### config.mk
export PLATFORM = sky130hd
export DESIGN_NAME = instruction_sequencer
export DESIGN_NICKNAME = d
export VERILOG_FILES = /design/src/rtl/instruction_sequencer.sv
export SDC_FILE = /design/constraint.sdc
export NUM_CORES = 1
export LEC_CHECK = 0
export ABC_CLOCK_PERIOD_IN_PS = 2300
export BUFFER_PORTS_ARGS = -buffer_cell sky130_fd_sc_hd__buf_2
export CAP_MARGIN = 20
export CORE_MARGIN = 4
export CORE_UTILIZATION = 50
export DETAILED_ROUTE_END_ITERATION = 16
export GPL_ROUTABILITY_DRIVEN = 0
export HOLD_SLACK_MARGIN = 0.05
export PLACE_DENSITY = 0.86
export SLEW_MARGIN = 20
export SYNTH_ARGS = -nofsm -noshare
export SYNTH_HDL_FRONTEND = slang
export SYNTH_SLANG_ARGS = --single-unit
### constraint.sdc
create_clock -name clk -period 2.3 [get_ports clk]
set_input_delay 0.115 -clock clk [delete_from_list [all_inputs] [get_ports clk]]
set_output_delay 0.115 -clock clk [all_outputs]
set_load 0.03 [all_outputs]
### src/rtl/instruction_sequencer.sv
// instruction_sequencer
//   Multi-cycle fetch/decode/execute controller for the pocket-calculator CPU.
//   It drives instruction fetch, the IR load, PC update, the ALU start/done
//   handshake, data/stack memory access and accumulator write-back.
//
//   State table:
//     state    | meaning
//     FETCH    | read instruction at PC, load IR and bump PC on mem_rdy
//     DECODE   | one idle cycle while the opcode class is resolved
//     EXEC     | branch PC load, or single-cycle ALU start
//     ALU_WAIT | wait for alu_done
//     MEM      | data/stack memory access for LOAD/STORE/PUSH/POP
//     WB       | accumulator write enable for one cycle
//     HALT     | core stopped until reset (error flag tells why)
//
// Ports:
//   clk        system clock, rising edge
//   reset      asynchronous, active-high reset
//   opcode     IR[15:10], valid from DECODE onward
//   flag_z     accumulator zero flag
//   flag_n     accumulator negative flag
//   mem_rdy    memory access complete (pulse or held)
//   alu_done   ALU result valid
//   ir_en      instruction register load enable
//   pc_inc     PC += 1
//   pc_ld      PC <= BA
//   addr_sel   memory address source: 0 = PC, 1 = BA, 2 = SP
//   mem_rd     memory read request
//   mem_wr     memory write request
//   alu_start  single-cycle ALU start pulse
//   acc_we     accumulator write enable
//   sp_inc     stack pointer increment
//   sp_dec     stack pointer decrement
//   halted     core stopped
//   error      sticky: timeout or illegal opcode
//   state      current state encoding, for debug

module instruction_sequencer #(
    parameter int TIMEOUT = 16,
    parameter int CNT_W   = 5
) (
    input  logic       clk,
    input  logic       reset,
    input  logic [5:0] opcode,
    input  logic       flag_z,
    input  logic       flag_n,
    input  logic       mem_rdy,
    input  logic       alu_done,
    output logic       ir_en,
    output logic       pc_inc,
    output logic       pc_ld,
    output logic [1:0] addr_sel,
    output logic       mem_rd,
    output logic       mem_wr,
    output logic       alu_start,
    output logic       acc_we,
    output logic       sp_inc,
    output logic       sp_dec,
    output logic       halted,
    output logic       error,
    output logic [2:0] state
);

    typedef enum logic [2:0] {
        S_FETCH    = 3'd0,
        S_DECODE   = 3'd1,
        S_EXEC     = 3'd2,
        S_ALU_WAIT = 3'd3,
        S_MEM      = 3'd4,
        S_WB       = 3'd5,
        S_HALT     = 3'd6
    } state_t;

    localparam logic [5:0] OP_HLT   = 6'b000000;
    localparam logic [5:0] OP_LOAD  = 6'b000001;
    localparam logic [5:0] OP_STORE = 6'b000010;
    localparam logic [5:0] OP_BRA   = 6'b000011;
    localparam logic [5:0] OP_BRZ   = 6'b000100;
    localparam logic [5:0] OP_BRN   = 6'b000101;
    localparam logic [5:0] OP_PUSH  = 6'b000110;
    localparam logic [5:0] OP_POP   = 6'b000111;
    localparam logic [5:0] OP_NOP   = 6'b001000;

    localparam logic [1:0] SEL_PC = 2'd0;
    localparam logic [1:0] SEL_BA = 2'd1;
    localparam logic [1:0] SEL_SP = 2'd2;

    state_t           state_q;
    state_t           state_d;
    logic [CNT_W-1:0] cnt_q;
    logic             error_q;
    logic             error_set;
    logic             waiting;
    logic             timed_out;

    logic             is_alu;
    logic             is_branch;
    logic             is_mem;
    logic             br_taken;

    // Raw decoded strobes, forced low while reset is held.
    logic       ir_en_c, pc_inc_c, pc_ld_c, mem_rd_c, mem_wr_c;
    logic       alu_start_c, acc_we_c, sp_inc_c, sp_dec_c;
    logic [1:0] addr_sel_c;

    // MEM-state access descriptor derived from the opcode.
    logic       m_rd, m_wr, m_spi, m_spd, m_legal;
    logic [1:0] m_sel;
    state_t     m_next;

    assign is_alu    = (opcode[5:4] == 2'b01);
    assign is_branch = (opcode == OP_BRA) || (opcode == OP_BRZ) || (opcode == OP_BRN);
    assign is_mem    = (opcode == OP_LOAD) || (opcode == OP_STORE) ||
                       (opcode == OP_PUSH) || (opcode == OP_POP);
    assign br_taken  = (opcode == OP_BRA) ||
                       ((opcode == OP_BRZ) && flag_z) ||
                       ((opcode == OP_BRN) && flag_n);

    // The counter can hold TIMEOUT itself; the timeout decision is made in
    // the cycle that observes it, so a handshake in that cycle still wins.
    assign timed_out = (cnt_q == CNT_W'(TIMEOUT));
    assign waiting   = (state_q == S_FETCH) || (state_q == S_MEM) || (state_q == S_ALU_WAIT);

    always_ff @(posedge clk or posedge reset) begin
        if (reset) begin
            state_q <= S_FETCH;
            cnt_q   <= '0;
            error_q <= 1'b0;
        end else begin
            state_q <= state_d;
            if (state_d != state_q) begin
                cnt_q <= '0;
            end else if (waiting) begin
                cnt_q <= cnt_q + CNT_W'(1);
            end
            if (error_set) begin
                error_q <= 1'b1;
            end
        end
    end

    always_comb begin
        m_rd    = 1'b0;
        m_wr    = 1'b0;
        m_spi   = 1'b0;
        m_spd   = 1'b0;
        m_legal = 1'b1;
        m_sel   = SEL_PC;
        m_next  = S_FETCH;
        case (opcode)
            OP_LOAD: begin
                m_sel  = SEL_BA;
                m_rd   = 1'b1;
                m_next = S_WB;
            end
            OP_STORE: begin
                m_sel  = SEL_BA;
                m_wr   = 1'b1;
            end
            OP_PUSH: begin
                m_sel  = SEL_SP;
                m_wr   = 1'b1;
                m_spd  = 1'b1;
            end
            // SP points at the next free slot; the memory map resolves the
            // pre-increment read address for POP.
            OP_POP: begin
                m_sel  = SEL_SP;
                m_rd   = 1'b1;
                m_spi  = 1'b1;
                m_next = S_WB;
            end
            default: m_legal = 1'b0;
        endcase
    end

    always_comb begin
        state_d     = state_q;
        error_set   = 1'b0;
        ir_en_c     = 1'b0;
        pc_inc_c    = 1'b0;
        pc_ld_c     = 1'b0;
        mem_rd_c    = 1'b0;
        mem_wr_c    = 1'b0;
        alu_start_c = 1'b0;
        acc_we_c    = 1'b0;
        sp_inc_c    = 1'b0;
        sp_dec_c    = 1'b0;
        addr_sel_c  = SEL_PC;
        halted      = 1'b0;

        case (state_q)
            S_FETCH: begin
                if (mem_rdy) begin
                    mem_rd_c = 1'b1;
                    ir_en_c  = 1'b1;
                    pc_inc_c = 1'b1;
                    state_d  = S_DECODE;
                end else if (timed_out) begin
                    state_d   = S_HALT;
                    error_set = 1'b1;
                end else begin
                    mem_rd_c = 1'b1;
                end
            end

            S_DECODE: begin
                if (opcode == OP_HLT) begin
                    state_d = S_HALT;
                end else if (is_mem) begin
                    state_d = S_MEM;
                end else if (is_branch || is_alu) begin
                    state_d = S_EXEC;
                end else if (opcode == OP_NOP) begin
                    state_d = S_FETCH;
                end else begin
                    state_d   = S_HALT;
                    error_set = 1'b1;
                end
            end

            S_EXEC: begin
                if (is_branch) begin
                    pc_ld_c = br_taken;
                    state_d = S_FETCH;
                end else if (is_alu) begin
                    alu_start_c = 1'b1;
                    state_d     = S_ALU_WAIT;
                end else begin
                    // Opcode changed under us after DECODE.
                    state_d   = S_HALT;
                    error_set = 1'b1;
                end
            end

            S_ALU_WAIT: begin
                if (alu_done) begin
                    state_d = S_WB;
                end else if (timed_out) begin
                    state_d   = S_HALT;
                    error_set = 1'b1;
                end
            end

            S_MEM: begin
                if (!m_legal || (timed_out && !mem_rdy)) begin
                    state_d   = S_HALT;
                    error_set = 1'b1;
                end else begin
                    addr_sel_c = m_sel;
                    mem_rd_c   = m_rd;
                    mem_wr_c   = m_wr;
                    if (mem_rdy) begin
                        sp_inc_c = m_spi;
                        sp_dec_c = m_spd;
                        state_d  = m_next;
                    end
                end
            end

            S_WB: begin
                acc_we_c = 1'b1;
                state_d  = S_FETCH;
            end

            S_HALT: begin
                halted = 1'b1;
            end

            default: begin
                state_d   = S_HALT;
                error_set = 1'b1;
            end
        endcase
    end

    // State already reads FETCH during reset; masking keeps FETCH's read
    // request from leaking out in the reset cycle.
    assign ir_en     = ir_en_c     & ~reset;
    assign pc_inc    = pc_inc_c    & ~reset;
    assign pc_ld     = pc_ld_c     & ~reset;
    assign mem_rd    = mem_rd_c    & ~reset;
    assign mem_wr    = mem_wr_c    & ~reset;
    assign alu_start = alu_start_c & ~reset;
    assign acc_we    = acc_we_c    & ~reset;
    assign sp_inc    = sp_inc_c    & ~reset;
    assign sp_dec    = sp_dec_c    & ~reset;
    assign addr_sel  = reset ? SEL_PC : addr_sel_c;
    assign error     = error_q;
    assign state     = state_q;

endmodule

==> impl_metrics.tcl, run 1 <==
set metrics [dict create \
    outcome "finished clean" \
    slowest_delay_ps 410 \
    synth_area_leader_cell "dfrtp_1" \
    crit_path_start_kind "flop" \
    critPathArrivalTime_ps 2280 \
    max-cap-violations 0 \
    power_frac_comb 0.306 \
    finClkSkew_ps 2.68 \
    drtPass1Iterations 4 \
    synth-edff-count 0 \
    use_met2 0.326 \
    syn_area_per_cell_um2 7.87 \
    grtUsageMet3 0.0570 \
    ys_types 42 \
    root_buffer "clkbuf_4" \
    synthTopCellsByArea "dfrtp_1 23%, nor4_1 4.5%, nand2_1 4.2%, nor2_1 4.2%, nand2b_1 3.2%" \
    rsz0062_at_grt "false" \
    rows 15 \
    postLayoutCoreUtil 0.667 \
    rr_worst_depth 8 \
    fp.dieArea_um2 2720 \
    diodes 0 \
    top_usage_layer "met2" \
    syn_to_final_growth_pct 21.9 \
    final_layout_size_suffix_gt1_frac 0.299 \
    yosys.area_share.simple 0.337 \
    syn-instance-count 124 \
    power_density_nw_per_um2 373 \
    drt_iter0_drc 65 \
    synth_top_family_by_area "simple AND/OR/NAND/NOR gates" \
    pwr-share-clk 0.275 \
    vdd_drop_max_v 0.000297 \
    leakage_nw 0.523 \
    clkTransAtPathRegs_ps 60 \
    crit_slowest_cell "dfrtp_1" \
    synthAdderAreaFrac 0.0256 \
    worst_pin_slew_ps 602 \
    crit_path_end_kind "flop" \
    synth_compound_area_frac 0.244 \
    synth-seq-cells 9 \
    holdWs_ps 269 \
    cp_max_fo 5 \
    yosys_warnings 0 \
    crit_type "flop to flop" \
    core_um2 1780 \
    async_reset_ff_frac 1.00 \
    antenna_left 0 \
    min_from "alu_done" \
    vias 1049 \
    synth_nets 138 \
    relSlewSlack 0.596 \
    drc 0 \
    timing.rr.start "cnt_q[0]" \
    setup_tns_ps 0 \
    grt_pass1_vias 891 \
    clk_latency_ps 260 \
    finalCritPeriodShare 0.932 \
    regToRegEndpoint "cnt_q[3]" \
    timing.fmax_mhz 466 \
    synth.yosys.seq_area_share 0.231 \
    synth_top_area_frac 0.231 \
    finalPower_w 0.000444 \
    grt_max_degree 19 \
    hold_viol 0 \
    synth_area_um2 976 \
    numPortBuffers 27 \
    die_y_um 52.2 \
    fin_nets 169 \
    antenna_found_initial 0 \
    die_w_um 52.2 \
    vias_per_cell 5.86 \
    required_ps 2430 \
    finalSetupViolCount 0 \
    cts_buffer_depth 2 \
    switching_share 0.349 \
    pin_count 28 \
    min_path_type "input pin to flop" \
    synth_xor_area_frac 0.0538 \
    post_cts_buffers 0 \
    layout_min_cycle_time_ps 2140 \
    switchingPower_w 0.000155 \
    grt_usage 0.207 \
    htree_levels 1 \
    min_to "state[0]" \
    grt-ovfl-total 0 \
    cts_tree "yes" \
    pre_cts_ws_ps 161 \
    numCtsBuffers 3 \
    fin_ws_ps 156 \
    synth_mux_area_frac 0.0308 \
    hold_depth 3 \
    start_util 0.547 \
    intPower_w 0.000289 \
    grt_util_met1 0.289 \
    rrSetupSlack_ps 160 \
    drv_slew 0 \
    totalWireLength_um 2570 \
    synth_ff_type "dfrtp_1" \
    hpwlAfterDp_um 2050 \
    path_cells "inv_1 -> ha_1 -> nand4bb_1 -> a21oi_1 -> o21bai_2 -> a2111oi_4 -> mux2i_2 -> nor4_1" \
    pwr-share-seq 0.420 \
    grt_pass1_wl_um 4180 \
    cts.sinks 9 \
    wl_per_cell_um 14.3 \
]
worst max-delay path, delay by kind of cell (launching register included):
| family | cells | cell delay [ps] |
|---|---|---|
| multiplexers | 1 | 390 |
| buffers and inverters | 1 | 60 |
| AND/OR/NAND/NOR | 2 | 280 |
| adder cells (fa/ha/maj) | 1 | 200 |
| flip-flops | 1 | 410 |
| AO/OA/AOI/OAI | 3 | 660 |
through the flow:
step | cells | cell area (µm²)
after floorplan | 124 | 982
after global placement | 174 | 1140
after detailed placement | 174 | 1140
after CTS | 179 | 1180
after global routing | 179 | 1190
final | 179 | 1190
timing repair:
action,4_1_cts,5_1_grt
hold endpoints to repair,9,0
hold buffers,1,0
resized for setup,0,2
setup endpoints to repair,0,5
worst max path at each step:
stage                         from        to  slack [ps]
after global routing      state[2]    mem_wr          30
final                     cnt_q[0]  cnt_q[3]         160
after global placement    cnt_q[0]  cnt_q[4]         200
after detailed placement  cnt_q[0]  cnt_q[2]         160
after CTS                 cnt_q[0]  cnt_q[2]         150
after floorplan           state[1]    mem_wr         130
state kept, by name, indices dropped and copies added, names as in the netlist:
name	count
error	1
state	3
cnt_q	5
metal layers:
layer	routed length [µm]	vias up
met3	253	2
met1	1130	480
met2	1180	52
met5	0	-
li1	-	515
met4	6	0
cell usage in the layout (no fill, tap or decap), types with 2 or more instances in the layout:
master / n
a21oi_1: 5
ha_1: 2
or2_2: 2
nor4_1: 5
nand3b_1: 2
and3_1: 2
xor2_1: 3
nor4_2: 2
nand2_1: 11
nor3_1: 6
o21bai_1: 2
buf_4: 6
nand4_1: 3
nor2_1: 11
clkbuf_4: 3
xnor2_1: 3
nand3_1: 3
buf_2: 27
nor3b_1: 2
dfrtp_1: 9
o31ai_1: 2
o21ai_0: 6
mux2i_1: 2
inv_1: 7
o22ai_1: 2
a211oi_1: 3
nand2b_1: 5
cells in the mapped netlist, types with 4 or more instances:
cell type,number
nand2_1,11
nor2_1,11
dfrtp_1,9
inv_1,7
nor4_1,7
nor3_1,6
o21ai_0,6
a21oi_1,5
nand2b_1,5
clkbuf_1,4
logic make-up after synthesis:
family,count (synthesis)
muxes,3
DFF,9
adders and majority gates,2
buffers and inverters,15
and+or+nand+nor,60
xor gates and xnor gates,6
AOI/OAI and AO/OA,29
power groups by stage:
| stage | Sequential, W | Clock [W] | Combinational (W) |
|---|---|---|---|
| after global placement | 0.000187 | 0 | 0.000129 |
| after global routing | 0.000188 | 0.000131 | 0.000149 |
| after CTS | 0.000184 | 0.000124 | 0.000134 |
| after detailed placement | 0.000187 | 0 | 0.000132 |
| after floorplan | 0.000184 | 0 | 0.0000973 |
| final | 0.000186 | 0.000122 | 0.000136 |
layout make-up:
cell class | instances | area [µm²]
inverters | 7 | 26.3
repair buffers | 34 | 190
fillers | 139 | 593
well taps | 25 | 31.3
multi-input cells | 100 | 691
flip-flops and latches | 9 | 225
clock buffers | 4 | 26.3
Power figures use the tool's default switching activity.
==> inputs of run 2 (changes only) <==
--- a/config.mk
+++ b/config.mk
@@ -5,15 +5,15 @@
 export SDC_FILE = /design/constraint.sdc
 export NUM_CORES = 1
 export LEC_CHECK = 0
-export ABC_CLOCK_PERIOD_IN_PS = 2300
+export ABC_CLOCK_PERIOD_IN_PS = 1800
 export BUFFER_PORTS_ARGS = -buffer_cell sky130_fd_sc_hd__buf_2
 export CAP_MARGIN = 20
 export CORE_MARGIN = 4
-export CORE_UTILIZATION = 50
+export CORE_UTILIZATION = 46
 export DETAILED_ROUTE_END_ITERATION = 16
 export GPL_ROUTABILITY_DRIVEN = 0
 export HOLD_SLACK_MARGIN = 0.05
-export PLACE_DENSITY = 0.86
+export PLACE_DENSITY = 0.84
 export SLEW_MARGIN = 20
 export SYNTH_ARGS = -nofsm -noshare
 export SYNTH_HDL_FRONTEND = slang
==> constraint.sdc (replaced) <==
create_clock -name clk -period 1.8 [get_ports clk]
set_input_delay 0.09 -clock clk [delete_from_list [all_inputs] [get_ports clk]]
set_output_delay 0.09 -clock clk [all_outputs]
set_load 0.1 [all_outputs]
==> run 2 against run 1 <==
Effect of this change:
- the flow now finishes with violations (negative setup slack)
- sequential cell count unchanged
- setup slack got worse by 610 ps
- cell area increased by 59%
- clock-buffer cell count unchanged
- sequential power increased by 27%
- routed wire length increased by 140%
- clock power increased by 52%
- clock skew increased by 7.6 ps
- largest cell class unchanged
- largest power group is now combinational cells
- highest routed layer unchanged
==> impl_metrics.tcl, run 2 (synthesis gave the netlist of run 1 again) <==
set metrics [dict create \
    fin_ws_ps -455 \
    clk_latency_ps 300 \
    slowest_delay_ps 560 \
    top_register "cnt_q" \
    outcome "finished, violations left" \
    fp.dieArea_um2 2920 \
    leakage_nw 0.773 \
    numPortBuffers 27 \
    regToRegEndpoint "cnt_q[4]" \
    grt_usage 0.366 \
    worst_pin_slew_ps 544 \
    min_to "state[0]" \
    timing.rr.start "state[2]" \
    power_density_nw_per_um2 436 \
    pre_cts_ws_ps -246 \
    grt_pass1_wl_um 7370 \
    holdWs_ps 305 \
    required_ps 1990 \
    critPathArrivalTime_ps 2440 \
    syn_to_final_growth_pct 93.7 \
    rsz0062_at_grt "true" \
    finalPower_w 0.000825 \
    vias 1590 \
    finClkSkew_ps 10.3 \
    hpwlAfterDp_um 2860 \
    layout_commonest_cell "buf_4" \
    rrSetupSlack_ps -450 \
    largest_reg_flops 5 \
    fin_nets 207 \
    antenna_found_initial 0 \
    crit_path_end_kind "flop" \
    crit_path_start_kind "flop" \
    drtPass1Iterations 7 \
    min_path_type "input pin to flop" \
    die_w_um 54.1 \
    multiInputGateArea_um2 913 \
    max-cap-violations 0 \
    final_cell_mix "37 x buf_4, 17 x buf_2, 10 x nand2_1, 10 x buf_12, 8 x nor2_1" \
    totalWireLength_um 6230 \
    hold_viol 0 \
    core_um2 1980 \
    htree_levels 1 \
    vdd_drop_max_v 0.000610 \
    drc 0 \
    die_y_um 54.1 \
    min_from "alu_done" \
    ff_latch_area_um2 236 \
    path_cells "nand2b_1 -> nor3_1 -> a2111oi_4 -> mux2i_4 -> nor4_2" \
    crit_slowest_cell "dfrtp_4" \
    hold_depth 3 \
    layout_min_cycle_time_ps 2250 \
    drv_slew 0 \
    drt_iter0_drc 210 \
    wl_per_cell_um 28.3 \
    relSlewSlack 0.635 \
    grt-ovfl-total 0 \
    timing.fmax_mhz 444 \
    clkTransAtPathRegs_ps 80 \
    violations "negative setup slack" \
    cts_buffer_depth 2 \
    fillCellCount 50 \
    finalCritPeriodShare 1.25 \
    final_layout_size_suffix_gt1_frac 0.578 \
    numCtsBuffers 3 \
    postLayoutCoreUtil 0.954 \
    pin_count 28 \
    grt_pass1_vias 1425 \
    antenna_left 0 \
    rows 16 \
    grt_max_degree 16 \
    root_buffer "clkbuf_4" \
    start_util 0.492 \
    cts.sinks 9 \
    crit_type "flop to flop" \
    cp_max_fo 8 \
    cts_tree "yes" \
    vias_per_cell 7.23 \
    rr_worst_depth 5 \
    finalSetupViolCount 15 \
]
[run 2: cell types whose count changed in the layout (fill, tap and decap cells not counted), sizes merged]
| cell | previous run | this run |
|---|---|---|
| clkbuf | 4 | 5 |
| diode | 0 | 1 |
| inv | 7 | 6 |
| buf | 33 | 70 |
| clkinvlp | 0 | 1 |
[run 2: metal layers]
layer  vias up  share of wire  global-route usage
met1       725           0.31               0.433
met2       180           0.44               0.579
met5         -              0              0.0417
met4         0           0.11               0.224
li1        596              -                   -
met3        89           0.13              0.0997
[run 2: worst max-delay path by stage]
stage               from        to  slack (ps)  depth (start not counted)
3_5_place_dp    cnt_q[1]  cnt_q[2]        -250                          9
5_1_grt         cnt_q[1]  cnt_q[1]        -610                          9
6_report        state[2]  cnt_q[4]        -450                          5
3_3_place_gp   opcode[3]  cnt_q[0]         -90                          7
2_1_floorplan   state[0]    pc_inc        -700                          4
4_1_cts         state[0]  cnt_q[1]        -190                          8
[run 2: power breakdown]
| group | switching, W | leakage (nW) | internal (W) |
|---|---|---|---|
| Combinational | 0.000255 | 0.650 | 0.000148 |
| Sequential | 0.0000209 | 0.108 | 0.000215 |
| Clock | 0.0000996 | 0.0150 | 0.0000866 |
[run 2: area by class of cell]
type	count	area share
Antenna cell	1	0.00132
Inverter	7	0.0159
Tap cell	27	0.0179
Multi-Input combinational cell	100	0.483
Sequential cell	9	0.125
Clock buffer	4	0.0139
Timing Repair Buffer	72	0.343
[run 2: through the flow]
step                instances  TNS, ps  area, µm²
global placement          201     -433       1620
floorplan                 124    -4290       1180
CTS                       214    -1570       1830
finish                    220    -3700       1890
global route              219    -5120       1890
detailed placement        201    -1050       1620
[run 2: worst max-delay path, delay by kind of cell, from the launching register on]
kind             cells  cell delay (ps)
flip-flops           1              560
multiplexers         1              270
AND/OR/NAND/NOR      3             1170
AO/OA/AOI/OAI        1              130
[run 2: what timing repair did]
| item | CTS | global route |
|---|---|---|
| endpoints found under the setup margin | 14 | 16 |
| hold endpoints to repair | 9 | 0 |
| resized for setup | 20 | 7 |
| pin swaps | 11 | 3 |
| hold buffers | 1 | 0 |
| setup buffers | 8 | 5 |
